**src/rtl/ps2_keycode_rx.sv**
```systemverilog
// rtl/ps2_keycode_rx.sv - PS/2 keyboard receiver producing {previous, latest} keycode bytes
module ps2_keycode_rx #(
   parameter int FILTER_LEN     = 8,
   parameter int TIMEOUT_CYCLES = 65000
) (
   input  logic        clk,
   input  logic        rst,
   input  logic        ps2_clk,
   input  logic        ps2_data,
   output logic [15:0] keycode,
   output logic        key_strobe,
   output logic        frame_err
);

   localparam int FW = $clog2(FILTER_LEN + 1);
   localparam int TW = $clog2(TIMEOUT_CYCLES + 1);

   localparam logic [1:0] S_IDLE   = 2'd0;
   localparam logic [1:0] S_DATA   = 2'd1;
   localparam logic [1:0] S_PARITY = 2'd2;
   localparam logic [1:0] S_STOP   = 2'd3;

   logic          clk_s1_q, clk_s1_d, clk_s2_q, clk_s2_d;
   logic          dat_s1_q, dat_s1_d, dat_s2_q, dat_s2_d;
   logic          clk_f_q, clk_f_d;
   logic [FW-1:0] flt_cnt_q, flt_cnt_d;
   logic          fall_q, fall_d;
   logic [1:0]    state_q, state_d;
   logic [2:0]    bit_cnt_q, bit_cnt_d;
   logic [7:0]    shift_q, shift_d;
   logic          par_q, par_d;
   logic [15:0]   keycode_q, keycode_d;
   logic          strobe_q, strobe_d;
   logic          err_q, err_d;
   logic [TW-1:0] idle_cnt_q, idle_cnt_d;

   always_comb begin
      clk_s1_d = ps2_clk;
      clk_s2_d = clk_s1_q;
      dat_s1_d = ps2_data;
      dat_s2_d = dat_s1_q;

      // Filtered clock only follows the pin after FILTER_LEN consecutive differing samples
      clk_f_d   = clk_f_q;
      flt_cnt_d = '0;
      if (clk_s2_q != clk_f_q) begin
         if (flt_cnt_q == FW'(FILTER_LEN - 1)) begin
            clk_f_d = clk_s2_q;
         end else begin
            flt_cnt_d = flt_cnt_q + 1'b1;
         end
      end
      fall_d = clk_f_q & ~clk_f_d;

      state_d    = state_q;
      bit_cnt_d  = bit_cnt_q;
      shift_d    = shift_q;
      par_d      = par_q;
      keycode_d  = keycode_q;
      strobe_d   = 1'b0;
      err_d      = 1'b0;
      idle_cnt_d = (fall_q || state_q == S_IDLE) ? '0 : idle_cnt_q + 1'b1;

      if (fall_q) begin
         case (state_q)
            S_IDLE: begin
               if (!dat_s2_q) begin
                  state_d   = S_DATA;
                  bit_cnt_d = 3'd0;
               end
            end
            S_DATA: begin
               shift_d   = {dat_s2_q, shift_q[7:1]};
               bit_cnt_d = bit_cnt_q + 3'd1;
               if (bit_cnt_q == 3'd7) state_d = S_PARITY;
            end
            S_PARITY: begin
               par_d   = dat_s2_q;
               state_d = S_STOP;
            end
            default: begin
               if (dat_s2_q && (^{shift_q, par_q})) begin
                  keycode_d = {keycode_q[7:0], shift_q};
                  strobe_d  = 1'b1;
               end else begin
                  err_d = 1'b1;
               end
               state_d = S_IDLE;
            end
         endcase
      end else if (state_q != S_IDLE && idle_cnt_q == TW'(TIMEOUT_CYCLES - 1)) begin
         // Stalled mid-frame: drop the partial byte
         state_d = S_IDLE;
         shift_d = '0;
         err_d   = 1'b1;
      end
   end

   always_ff @(posedge clk) begin
      if (rst) begin
         clk_s1_q   <= 1'b1;
         clk_s2_q   <= 1'b1;
         dat_s1_q   <= 1'b1;
         dat_s2_q   <= 1'b1;
         clk_f_q    <= 1'b1;
         flt_cnt_q  <= '0;
         fall_q     <= 1'b0;
         state_q    <= S_IDLE;
         bit_cnt_q  <= '0;
         shift_q    <= '0;
         par_q      <= 1'b0;
         keycode_q  <= '0;
         strobe_q   <= 1'b0;
         err_q      <= 1'b0;
         idle_cnt_q <= '0;
      end else begin
         clk_s1_q   <= clk_s1_d;
         clk_s2_q   <= clk_s2_d;
         dat_s1_q   <= dat_s1_d;
         dat_s2_q   <= dat_s2_d;
         clk_f_q    <= clk_f_d;
         flt_cnt_q  <= flt_cnt_d;
         fall_q     <= fall_d;
         state_q    <= state_d;
         bit_cnt_q  <= bit_cnt_d;
         shift_q    <= shift_d;
         par_q      <= par_d;
         keycode_q  <= keycode_d;
         strobe_q   <= strobe_d;
         err_q      <= err_d;
         idle_cnt_q <= idle_cnt_d;
      end
   end

   assign keycode    = keycode_q;
   assign key_strobe = strobe_q;
   assign frame_err  = err_q;

endmodule

```
**config.mk**
```make
export PLATFORM = sky130hd
export DESIGN_NAME = ps2_keycode_rx
export DESIGN_NICKNAME = d
export VERILOG_FILES = /design/src/rtl/ps2_keycode_rx.sv
export SDC_FILE = /design/constraint.sdc
export NUM_CORES = 1
export LEC_CHECK = 0
export ABC_AREA = 1
export BUFFER_PORTS_ARGS = -buffer_cell sky130_fd_sc_hd__buf_2
export CAP_MARGIN = 30
export CORE_MARGIN = 1.5
export CORE_UTILIZATION = 64
export DETAILED_ROUTE_END_ITERATION = 8
export PLACE_DENSITY = 0.95
export SYNTH_ARGS = -nofsm -noshare
export SYNTH_HDL_FRONTEND = slang
export SYNTH_SLANG_ARGS = --single-unit
```
**constraint.sdc**
```tcl
create_clock -name clk -period 3.3 [get_ports clk]
set_clock_uncertainty 0.15 [all_clocks]
set_input_delay 0.66 -clock clk [delete_from_list [all_inputs] [get_ports clk]]
set_output_delay 0.66 -clock clk [all_outputs]
set_load 0.02 [all_outputs]
```
==> results.toml <==
[layout]
n_antenna_cell = 0
nets = 428
area_delta_synth_final_pct = 10.7
final_layout_size_suffix_gt1_share_pct = 19.8
final_core_util_pct = 75.6

[run_status]
status = "completed"

[placement]
place_hpwl_mm = 4.24
io_buffers = 21
gp_congestion = 0.860
pre_cts_slack_ns = 1.35

[logic_synthesis]
synth_flop_cell = "dfxtp_1"
synth_area_um2 = 2810
yosys.cell_types.count = 29
syn_area_per_cell_um2 = 7.11
synth_top_area_share_pct = 41.3
synth.most_common_cell = "nand2_1"
ys_top_cells_by_count = "86 x nand2_1, 61 x inv_1, 58 x dfxtp_1"
yosys_register_bits = 58
synthArstFlopShare_pct = 0
synth_nets = 407
synthCells = 395
synth_edf_count = 0
yosys-top-cells-area = "dfxtp_1 41%, nand2_1 11%, inv_1 8.1%"
ys_seq_area_share_pct = 41.3
yosys.area.top_type = "dfxtp_1"
yosys_warnings = 0

[timing]
report.final.hold_viol_count = 0
slew_headroom_pct = 48.6
rsz0062_at_grt = "false"
setup_violations = 0
clock.fmax_ghz = 0.481
period_minus_slack_ns = 2.08
slew_violations = 0
worst-slew-pin-transition_ns = 0.770
fin_ws_ns = 1.22
tns_ns = 0
hold_slack_ns = 0.277
fin_crit_sh_pct = 63.0

[setup_path]
arrival_ns = 2.15
crit_chain = "inv_1 > ha_1 > nor2_1 > nand3_1 > nor2_1 > nand3_1 > nand2_1 > nand2_1 > o21ai_0 > a21oi_1"
crit_buf_inv = 1
start_kind = "register"
slowest_delay_ns = 0.36
worstPathMaxFanout = 5
cpMaxStageDelayCell = "dfxtp_1"
worstSetupPathType = "reg -> reg"
cp_top_family = "simple AND/OR/NAND/NOR gates"
end_kind = "register"
crit_required_ns = 3.37

[power_and_ir_drop]
powerDensity_nw_per_um2 = 434
peakVddDrop_v = 0.000325
leakage_nw = 1.37

[drt]
ant_nets = 0
wl_mm = 6.30
drt_iter0_drc = 221
drcViolationCount = 0
dr.pass1.iters = 5
vias = 2577
vias_per_cell = 5.48
wl_per_cell_um = 13.4

[clocking]
clockRootBuffer = "clkbuf_8"
cts_sinks = 58
clk_latency_ns = 0.34
path_clk_slew_ns = 0.06
cts_tree = "yes"
holdBufCountCts = 0
cts_made_buffers = 9
postCtsSetupBuffers = 0
cts-htree-levels = 3
cts_buffer_depth = 2
ctsResizeCount = 0

[floorplan]
die_x_um = 69.3
die_area_um2 = 4800
start_util_pct = 68.3
die_y_um = 69.3
ioPinCount = 22
rows = 23
core_um2 = 4120

[global_routing]
grt_usage_pct = 27.6
grt_start_max_net_pins = 22
grt_pass1_wl_mm = 10.5
overflow = 0
antenna_found_initial = 0
grt_pass1_vias = 2411

[min_path]
worst_hold_path_type = "reg -> reg"

[run]
drv_cap = 0
[metrics by stage]
stage	instance area, µm²	total power [W]	instances
2_1_floorplan	2810	0.000736	395
3_3_place_gp	2920	0.000742	455
3_5_place_dp	2920	0.000742	455
4_1_cts	3110	0.00135	470
5_1_grt	3110	0.00138	470
6_report	3110	0.00135	470
[final cells by class]
class / count / area (µm²)
well taps: 50 / 62.6
multi-input cells: 251 / 1310
clock inverters: 2 / 10.0
repair buffers: 23 / 120
flip-flops and latches: 58 / 1160
fillers: 283 / 1000
clock buffers: 13 / 179
inverters: 73 / 274
[per-layer routing]
| metal | track usage [%] | share of wire [%] | vias to the layer above |
|---|---|---|---|
| li1 | - | - | 1276 |
| met1 | 31.5 | 42 | 1167 |
| met2 | 46.7 | 50 | 113 |
| met3 | 6.83 | 5.8 | 21 |
| met4 | 15.9 | 2.8 | 0 |
| met5 | 0 | 0 | - |
[report_power, final]
part           switching (W)  leakage, nW  internal (W)  total [W]
clock               0.000274        0.101      0.000347   0.000622
combinational      0.0000141        0.796    0.00000701  0.0000212
sequential        0.00000405        0.468      0.000703   0.000707
total               0.000292         1.37       0.00106    0.00135
[layout by cell type (no fill, tap or decap)]
cell type   n
clkbuf_8   13
a211o_1     1
a21oi_1    26
nor2_1     28
buf_2      21
nand2_1    86
or2_2       4
o21ai_0    16
nor3b_1     2
o211ai_1    1
clkinv_1    1
xor2_1      5
nor3_1     10
nand4_4     1
xnor2_1     3
buf_4       2
nand2_2    17
nand4_1    17
inv_2      11
nand3_2     2
o21ai_1     1
inv_1      61
a31oi_1     3
ha_1        8
dfxtp_1    58
nand3_1    10
nor2_2     10
clkinv_2    2
[path summary, 6_finish.rpt]
check	cells after the start	start	to	slack (ns)
setup / recovery	10	state_q[0]	state_q[0]	1.22
hold / removal	1	dat_s1_q	dat_s2_q	0.28
setup reg to reg	10	state_q[0]	state_q[0]	1.22
hold reg to reg	1	dat_s1_q	dat_s2_q	0.28
[registers in the layout, summed over array words and instances, names as in the netlist, 2 cells and up]
register	count
idle_cnt_q	16
keycode	16
flt_cnt_q	4
state_q	2
bit_cnt_q	3
shift_q	8
[cell families (layout without fill, tap and decap cells)]
group | count (synthesis) | count (layout) | synth area share [%]
buffers and inverters | 86 | 111 | 12.2
adder cells (fa/ha/maj) | 8 | 8 | 3.56
flip-flops | 58 | 58 | 41.3
AND/OR/NAND/NOR | 187 | 187 | 31.5
XOR/XNOR | 8 | 8 | 2.49
AO/OA/AOI/OAI | 48 | 48 | 8.90
Power figures use the tool's default switching activity.
